File: config.mk
export PLATFORM = sky130hd
export DESIGN_NAME = dma_channel_bank
export DESIGN_NICKNAME = d
export VERILOG_FILES = /design/src/rtl/dma_channel_bank.sv
export SDC_FILE = /design/constraint.sdc
export NUM_CORES = 1
export LEC_CHECK = 0
export CAP_MARGIN = 25
export CORE_ASPECT_RATIO = 1.4
export CORE_MARGIN = 3
export CORE_UTILIZATION = 55
export CTS_BUF_LIST = sky130_fd_sc_hd__clkbuf_8
export DETAILED_ROUTE_END_ITERATION = 8
export DONT_BUFFER_PORTS = 1
export GPL_ROUTABILITY_DRIVEN = 1
export PLACE_DENSITY = 0.82
export SYNTH_ARGS = -nofsm -noshare
export SYNTH_HDL_FRONTEND = slang
export SYNTH_SLANG_ARGS = --single-unit
File: constraint.sdc
create_clock -name clk_i -period 5 [get_ports clk_i]
set_clock_uncertainty 0.2 [all_clocks]
set_input_delay 0.5 -clock clk_i [delete_from_list [all_inputs] [get_ports clk_i]]
set_output_delay 0.5 -clock clk_i [all_outputs]
set_load 0.01 [all_outputs]
File: src/rtl/dma_channel_bank.sv
// Per-channel base/current address, count and mode registers for the DMA controller,
// programmed byte-serially from the CPU. Optional AddrHold mode bit: DMA_BANK_ADDR_HOLD_EN.
module dma_channel_bank #(
  parameter  int unsigned NUM_CH = 4,
  parameter  int unsigned REG_W  = 16,
  parameter  int unsigned CH_W   = $clog2(NUM_CH),
  localparam int unsigned NB     = REG_W / 8,
  localparam int unsigned BP_W   = (NB > 1) ? $clog2(NB) : 1
) (
  input  logic              clk_i,
  input  logic              rst_ni,
  input  logic              master_clear_i,
  input  logic              clear_byte_ptr_i,
  input  logic              cpu_wr_i,
  input  logic              cpu_rd_i,
  input  logic [1:0]        reg_sel_i,
  input  logic [CH_W-1:0]   ch_sel_i,
  input  logic [7:0]        data_i,
  output logic [7:0]        data_o,
  input  logic              xfer_step_i,
  input  logic [CH_W-1:0]   xfer_ch_i,
  output logic [REG_W-1:0]  cur_addr_o,
  output logic [REG_W-1:0]  cur_count_o,
  output logic [NUM_CH-1:0] tc_pulse_o,
  output logic [NUM_CH-1:0] tc_status_o,
  output logic [NUM_CH-1:0] auto_init_o,
  output logic [BP_W-1:0]   byte_ptr_o
);

  typedef enum logic [1:0] {
    SEL_ADDR   = 2'd0,
    SEL_COUNT  = 2'd1,
    SEL_MODE   = 2'd2,
    SEL_STATUS = 2'd3
  } reg_sel_e;

  // Mode register keeps the CPU byte's bit numbering, so bit 4 is AutoInit.
  localparam int unsigned M_HOLD = 3;
  localparam int unsigned M_AUTO = 4;
  localparam int unsigned M_DEC  = 5;

  logic [REG_W-1:0]  base_addr_q [NUM_CH];
  logic [REG_W-1:0]  base_addr_d [NUM_CH];
  logic [REG_W-1:0]  base_cnt_q  [NUM_CH];
  logic [REG_W-1:0]  base_cnt_d  [NUM_CH];
  logic [REG_W-1:0]  cur_addr_q  [NUM_CH];
  logic [REG_W-1:0]  cur_addr_d  [NUM_CH];
  logic [REG_W-1:0]  cur_cnt_q   [NUM_CH];
  logic [REG_W-1:0]  cur_cnt_d   [NUM_CH];
  logic [7:2]        mode_q      [NUM_CH];
  logic [7:2]        mode_d      [NUM_CH];
  logic [BP_W-1:0]   ptr_q, ptr_d;
  logic [7:0]        data_q, data_d;
  logic [NUM_CH-1:0] tc_pulse_q, tc_pulse_d;
  logic [NUM_CH-1:0] tc_status_q, tc_status_d;

  reg_sel_e          sel;
  logic              wr_en;
  logic              rd_en;
  logic              step_blocked;
  logic              addr_hold;
  logic [7:2]        step_mode;
  logic [REG_W-1:0]  step_addr;
  logic [NUM_CH-1:0] tc_set;
  logic              tc_clr;
  logic [7:0]        status_byte;
  int unsigned       bit_off;

  assign sel   = reg_sel_e'(reg_sel_i);
  assign wr_en = cpu_wr_i;
  // A simultaneous read is discarded in favour of the write.
  assign rd_en = cpu_rd_i & ~cpu_wr_i;

  always_comb begin
    status_byte = '0;
    for (int unsigned i = 0; i < NUM_CH; i++) begin
      status_byte[i] = tc_status_q[i];
    end
  end

  always_comb begin
    auto_init_o = '0;
    for (int unsigned i = 0; i < NUM_CH; i++) begin
      auto_init_o[i] = mode_q[i][M_AUTO];
    end
  end

  always_comb begin
    step_mode = mode_q[xfer_ch_i];
`ifdef DMA_BANK_ADDR_HOLD_EN
    addr_hold = step_mode[M_HOLD];
`else
    addr_hold = 1'b0;
`endif
    if (addr_hold) begin
      step_addr = cur_addr_q[xfer_ch_i];
    end else if (step_mode[M_DEC]) begin
      step_addr = cur_addr_q[xfer_ch_i] - REG_W'(1);
    end else begin
      step_addr = cur_addr_q[xfer_ch_i] + REG_W'(1);
    end
  end

  always_comb begin
    base_addr_d = base_addr_q;
    base_cnt_d  = base_cnt_q;
    cur_addr_d  = cur_addr_q;
    cur_cnt_d   = cur_cnt_q;
    mode_d      = mode_q;
    ptr_d       = ptr_q;
    data_d      = data_q;
    tc_pulse_d  = '0;
    tc_set      = '0;
    tc_clr      = 1'b0;
    bit_off     = 32'(ptr_q) << 3;

    // Step is applied first so a same-channel CPU write below can overwrite it;
    // the step is fully suppressed in that case so no TC is raised either.
    step_blocked = wr_en && (sel != SEL_STATUS) && (ch_sel_i == xfer_ch_i);
    if (xfer_step_i && !step_blocked) begin
      if (cur_cnt_q[xfer_ch_i] == '0) begin
        tc_pulse_d[xfer_ch_i] = 1'b1;
        tc_set[xfer_ch_i]     = 1'b1;
        if (step_mode[M_AUTO]) begin
          cur_addr_d[xfer_ch_i] = base_addr_q[xfer_ch_i];
          cur_cnt_d[xfer_ch_i]  = base_cnt_q[xfer_ch_i];
        end else begin
          cur_addr_d[xfer_ch_i] = step_addr;
          cur_cnt_d[xfer_ch_i]  = '1;
        end
      end else begin
        cur_addr_d[xfer_ch_i] = step_addr;
        cur_cnt_d[xfer_ch_i]  = cur_cnt_q[xfer_ch_i] - REG_W'(1);
      end
    end

    if (wr_en) begin
      case (sel)
        SEL_ADDR: begin
          base_addr_d[ch_sel_i][bit_off +: 8] = data_i;
          cur_addr_d[ch_sel_i][bit_off +: 8]  = data_i;
        end
        SEL_COUNT: begin
          base_cnt_d[ch_sel_i][bit_off +: 8] = data_i;
          cur_cnt_d[ch_sel_i][bit_off +: 8]  = data_i;
        end
        SEL_MODE: mode_d[ch_sel_i] = data_i[7:2];
        default: ;
      endcase
    end

    if (rd_en) begin
      case (sel)
        SEL_ADDR:  data_d = cur_addr_q[ch_sel_i][bit_off +: 8];
        SEL_COUNT: data_d = cur_cnt_q[ch_sel_i][bit_off +: 8];
        SEL_MODE:  data_d = {mode_q[ch_sel_i], 2'b00};
        default: begin
          data_d = status_byte;
          tc_clr = 1'b1;
        end
      endcase
    end

    if (clear_byte_ptr_i) begin
      ptr_d = '0;
    end else if ((cpu_wr_i || cpu_rd_i) && (sel == SEL_ADDR || sel == SEL_COUNT)) begin
      ptr_d = (ptr_q == BP_W'(NB - 1)) ? '0 : ptr_q + BP_W'(1);
    end

    tc_status_d = (tc_clr ? '0 : tc_status_q) | tc_set;
  end

  always_ff @(posedge clk_i) begin
    if (!rst_ni || master_clear_i) begin
      for (int unsigned i = 0; i < NUM_CH; i++) begin
        base_addr_q[i] <= '0;
        base_cnt_q[i]  <= '0;
        cur_addr_q[i]  <= '0;
        cur_cnt_q[i]   <= '0;
        mode_q[i]      <= '0;
      end
      ptr_q       <= '0;
      data_q      <= '0;
      tc_pulse_q  <= '0;
      tc_status_q <= '0;
    end else begin
      for (int unsigned i = 0; i < NUM_CH; i++) begin
        base_addr_q[i] <= base_addr_d[i];
        base_cnt_q[i]  <= base_cnt_d[i];
        cur_addr_q[i]  <= cur_addr_d[i];
        cur_cnt_q[i]   <= cur_cnt_d[i];
        mode_q[i]      <= mode_d[i];
      end
      ptr_q       <= ptr_d;
      data_q      <= data_d;
      tc_pulse_q  <= tc_pulse_d;
      tc_status_q <= tc_status_d;
    end
  end

  assign data_o      = data_q;
  assign byte_ptr_o  = ptr_q;
  assign tc_pulse_o  = tc_pulse_q;
  assign tc_status_o = tc_status_q;
  assign cur_addr_o  = cur_addr_q[xfer_ch_i];
  assign cur_count_o = cur_cnt_q[xfer_ch_i];

endmodule

; ---- After elaboration in Yosys (flattened, before gate mapping)
; Index checks and enable logic that the tools add are counted.
[totals]
regBits = 297
latchBits = 0
ram_bits = 0
mem_bits_ro = 0
n_memories = 0
[op_classes]
add_sub_neg = 5
multipliers = 0
n_div = 0
n_lt_le_gt_ge = 6
eq_ne = 4
shifts = 4
muxes = 59
n_bitwise = 6
n_reduce_logical = 19
[ops]
columns = op, count
row1 = 64-bit two-way mux, 10
row2 = 64-bit bitwise mux, 8
row3 = 16-bit two-way mux, 15
row4 = 16-bit binary-select mux with 2-bit select, 6
row5 = 16-bit demux with 2-bit select, 2
row6 = 64-bit OR, 1
row7 = 4-bit negation with 34-bit output, 1
row8 = "8-bit by 34-bit variable shift with 16-bit output, first input constant", 1
row9 = 8-bit by 34-bit indexed part select with 16-bit output, 1
row10 = 16-bit by 5-bit indexed part select with 8-bit output, 2
row11 = "16-bit by 1-bit subtractor with 16-bit output, second input constant", 2
row12 = 6-bit binary-select mux with 2-bit select, 2
row13 = 24-bit bitwise mux, 1
row14 = 8-bit one-hot mux with 3 select lines, 1
row15 = 4-bit two-way mux, 5
row16 = 6-bit two-way mux, 3
row17 = "16-bit by 1-bit adder with 16-bit output, second input constant", 1
row18 = 16-bit zero test, 1
row19 = 6-bit demux with 2-bit select, 1
row20 = 1-bit logical AND, 7
row21 = "3-bit >= comparator, second input constant", 2
row22 = "3-bit by 1-bit less-than comparator with 1-bit output, second input constant", 2
row23 = 2-bit NOT with 3-bit output, 2
row24 = 2-bit AND reduction, 3
row25 = other kinds (17), 23

; ---- Depth between registers and ports, before layout
[depth]
word_depth = 13
depth_mapped = 16
mapped_depth_nobuf = 11

; ---- Least setup slack after synthesis
; Ideal clock, no wire load.
[synth_timing]
path_type = input-to-reg
start = input port xfer_ch_i[1]
end = register cur_addr_q[10] (netlist name)
setup_ns = 0.086
t_arrival_ns = 4.830
required_ns = 4.714
path_slack_ns = -0.115
stages = 16
path_cell_list = clkbuf_1 buf_2 buf_2 buf_2 buf_1 buf_2 clkbuf_1 mux4_2 ha_1 nor2b_1 o211a_1 o31ai_1 a211oi_1 o21ai_0 or3b_2 a211oi_1
[synth_via]
elab_chain_cells = 13
[synth_lines]
columns = element, line
row1 = from (decl), 21  ; input logic [CH_W-1:0] xfer_ch_i,
row2 = 2-bit NOT with 3-bit output (*), n/a
row3 = 16-bit binary-select mux with 2-bit select (*), n/a
row4 = 16-bit two-way mux (*) (2 in a row), n/a
row5 = named net cur_addr_o[2], 22  ; output logic [REG_W-1:0] cur_addr_o,
row6 = 16-bit by 1-bit adder with 16-bit output or 16-bit by 1-bit subtractor with 16-bit output (tied branches), "100, 98"
row7 = 16-bit two-way mux (*), 97  ; end else if (step_mode[M_DEC]) begin
row8 = 64-bit bitwise mux (*), "128, 132"
row9 = 64-bit two-way mux, 124  ; if (step_mode[M_AUTO]) begin
row10 = 64-bit two-way mux (*), 121  ; if (cur_cnt_q[xfer_ch_i] == '0) begin
row11 = 64-bit two-way mux (*), 120  ; if (xfer_step_i && !step_blocked) begin
row12 = 64-bit bitwise mux, 141  ; cur_addr_d[ch_sel_i][bit_off +: 8] = data_i;
row13 = 64-bit two-way mux, 138  ; case (sel)
row14 = 64-bit two-way mux (*), 137  ; if (wr_en) begin
row15 = "to (signal, indexed assignment)", 190  ; cur_addr_q[i] <= cur_addr_d[i];
row16 = to (decl), 46  ; logic [REG_W-1:0] cur_addr_q [NUM_CH];
; Mark *: on every way through the listed nets, which the timed path passes. The rest lies on a longest branch. The select of a mux whose other input is x is not followed.
; A chain may end at the register's enable or synchronous reset.

; ---- Worst setup path after layout
[layout_timing]
start = register cur_cnt_q[0] (netlist name)
end = register cur_addr_q[63] (netlist name)
[layout_via]
elab_chain_cells = 9
[layout_lines]
columns = element, line
row1 = from (decl), 48  ; logic [REG_W-1:0] cur_cnt_q [NUM_CH];
row2 = "from (signal, indexed assignment)", 191  ; cur_cnt_q[i] <= cur_cnt_d[i];
row3 = 16-bit binary-select mux with 2-bit select (*), n/a
row4 = 16-bit two-way mux (*) (2 in a row), n/a
row5 = named net cur_count_o[0], 23  ; output logic [REG_W-1:0] cur_count_o,
row6 = 16-bit zero test (*), 121
row7 = 64-bit two-way mux (*), 121
row8 = 64-bit two-way mux (*), 120
row9 = 64-bit bitwise mux, 141
row10 = 64-bit two-way mux, 138
row11 = 64-bit two-way mux (*), 137
; Marks and branches as above.

==> metrics.txt <==
WHS Endpoint=data_o[2]$_SDFFE_PP0P_; worst path arrival time=4.16 ns; MaxCap Viol Count=0; CP top delay family=simple AND/OR/NAND/NOR gates; measured slew at the worst slew-check pin=1.10 ns; vias in the first global route=14600; final setup margin=1.04 ns; max_slew headroom=26.1%; total I/O pin count=74; Synthesized Nets=between 1500 and 2000; cell area after synthesis=15600 um2; hold crit path type=primary input to register; I/O Buffers=0; fillcell total=2245; Fmax=~250 MHz; Antenna Nets Post-Route=0; final instance area=16900 um2; Avg WL per Cell=23.8 um; setup tns final=0 ns; Worst Path Max Fanout=27; LEAKAGE=around 0.0060 uW; Clock H-tree levels=2; CP max-delay cell=nand3_1; FF-to-FF Start=cur_cnt_q[0]$_SDFF_PP0_; CTS Buf Count=48; final number of max-transition violations=0; critical path launch point=cur_cnt_q[0]$_SDFF_PP0_; Reg area=5950 um2; Die Height=205 um; post-CTS resize count=0; simple-gate share of the synthesized area=16.0%; routed vias=14800; CTS tree=done; # setup viols final=0; area share of fa/ha/maj cells after synthesis=1.33%; maximum vdd drop=~240 uV; Period minus WS final=3.96 ns; initial DRC count=1898; crit start category=register; hold path depth=3; CTS root buffer=clkbuf_8; Initial Utilization=56.2%; largest net degree at the start of global routing=89; initial antenna violation count=6; dpl cell area=roughly 16000 um2; outcome=finished clean; multi-input logic area=between 8000 and 9000 um2; Setup Crit Path Kind=register to register; Longest Clk Path Bufs=3; layout cells sized above 1=12.9%; all-layer global routing usage=32.9%; Detailed Routing Iterations Pass 1=6; worst path buffer plus inverter count=2; main flop type after synthesis=dfxtp_1; xor/xnor cell area share of the yosys netlist=less than 1%; RD Place Congestion=0.942; yosys synthesis warning count=0; Remaining DRCs=0; period utilisation layout=between 70 and 80%; critical path cell sequence=mux4_2 -> inv_1 -> ha_1 -> or4b_4 -> nor2_2 -> nand3_1 -> buf_4 -> o31ai_1 -> a31oi_1; Core Region=27800 um2; row cnt=72; CTS Sinks=approximately 300; Post-synth EDFFs=0; most frequent cells in the layout=369 x nand2_1, 297 x dfxtp_1, 263 x a21oi_1, 125 x o21ai_0, 101 x mux4_2; Mean Syn Cell Area=8.60 um2; most common cell after layout, fill and taps aside=nand2_1; internal power=around 3800 uW; main combinational cell family by area after synthesis=compound AO/OA/AOI/OAI gates; RSZ-0062 raised after global routing=false; Gate power share=10.2%; setup slack, reg-to-reg=1.04 ns; Post-synth ARST share=0%; Min Hold Slack=~0.027 ns; switching share of power=25.9%; Seq/Total Area, Yosys=38.0%; PwrDens=about 300 nW/um2; # nets final=1780; Clk pin slew, worst setup/hold paths=0.06 ns; full die area=30500 um2; Final Hold Vio Count=0; vias per cell=6.89; Synth Area in Compound Gates=between 20% and 30%; Die W=148 um; Clk pwr share=a little over two fifths; multiplexer area fraction after synthesis=16.5%; Switch Pwr=1330 uW; FF-to-FF path depth=9; Critical Path RT=roughly 5.2 ns; post-synth cell types=68; Worst path max stage delay=0.72 ns; Place WS=0.981 ns; Area Overhead vs Synth=7.98%; clock latency at the later pin of the worst-skew pair=0.58 ns; gr ovfl total=0; Worst Setup End Kind=register; Post-Syn Instances=about 1800; Reg-to-Reg End=cur_addr_q[63]$_SDFF_PP0_; Reg power frac=47.2%; min-delay src=reg_sel_i[1]; first-pass GRT wire length=just under 80000 um; synthesized flop and latch total=about 300; final WL=approximately 51000 um; HPWL Detailed=between 30000 and 40000 um
-- state kept, by name (all words and copies together), names as in the netlist --
signal	cells
auto_init_o	4
tc_pulse_o	4
cur_cnt_q	64
mode_q	20
base_addr_q	64
cur_addr_q	64
byte_ptr_o	1
base_cnt_q	64
data_o	8
tc_status_o	4
-- cell families after synthesis --
group / Yosys count
AO/OA/AOI/OAI: 592
AND/OR/NAND/NOR: 586
flip-flops: 297
buffers and inverters: 179
multiplexers: 130
XOR/XNOR: 17
adder cells (fa/ha/maj): 16
-- area by class of cell --
cell class | instances | share of cell area (%)
sequential | 297 | 35.2
multi-input combinational | 1341 | 53.1
timing repair buffer | 43 | 2.74
clock inverter | 25 | 1.07
tap | 370 | 2.74
clock buffer | 59 | 4.81
inverter | 12 | 0.267
antenna | 4 | 0.0593
-- worst min-delay path, stage by stage --
cell and delay [ns]:
a31oi_1 0.05, mux2i_1 0.14, nor2_1 0.06
-- power by group through the flow --
stage	logic [uW]	clock network (uW)	registers, uW
after floorplan	412	0	2470
after global placement	437	0	2470
after detailed placement	447	0	2480
after CTS	498	2190	2430
after global routing	552	2300	2430
final	522	2190	2430
-- repair_timing --
item / CTS / global route
setup buffers: 0 / 0
hold buffers: 13 / 0
hold endpoints to repair: 271 / 0
-- metrics by stage --
stage          utilization, %  cells  power, uW
2_1_floorplan               -   1817       2880
3_3_place_gp             56.0   2045       2910
3_5_place_dp             56.1   2048       2920
4_1_cts                  60.4   2145       5110
5_1_grt                  60.6   2148       5280
6_report                 60.6   2151       5140
-- Yosys cell counts (5+ instances only) --
master,instances,area share [%]
nand2_1,369,8.9
dfxtp_1,297,38
a21oi_1,263,8.4
clkbuf_1,132,3.2
o21ai_0,125,4.0
mux4_2,101,15
nor2_1,90,2.2
nor3_1,31,0.99
o211a_1,31,2.0
nand3_1,28,0.90
a21o_1,25,1.2
o21ai_1,23,0.74
mux2i_1,21,1.3
o22ai_1,20,0.80
a211oi_1,19,0.91
or3_1,19,0.76
o31ai_1,16,0.77
ha_1,15,1.2
buf_1,13,0.31
a31oi_1,12,0.48
inv_1,12,0.29
buf_2,11,0.35
o211ai_1,9,0.43
xor2_1,9,0.50
nand2b_1,8,0.32
nor2b_1,8,0.32
xnor2_1,8,0.45
mux2_2,7,0.50
a21boi_0,6,0.29
a311oi_1,6,0.34
a41oi_1,6,0.34
buf_6,6,0.43
nor4_1,5,0.20
-- metal layers --
layer	global-route usage (%)	wire length [um]
met1	37.9	17100
met5	0	16
met3	11.0	6730
met2	52.2	23500
met4	21.7	3970
-- worst max-delay path by stage --
stage,to,slack (ns),depth (start not counted)
floorplan,cur_addr_q[10]$_SDFF_PP0_,0.03,16
global placement,cur_addr_q[15]$_SDFF_PP0_,1.08,10
detailed placement,cur_addr_q[15]$_SDFF_PP0_,0.98,10
CTS,cur_addr_q[15]$_SDFF_PP0_,1.17,10
global route,cur_addr_q[63]$_SDFF_PP0_,0.89,9
finish,cur_addr_q[63]$_SDFF_PP0_,1.04,9
Note: power is estimated with default switching activity, not from simulation.
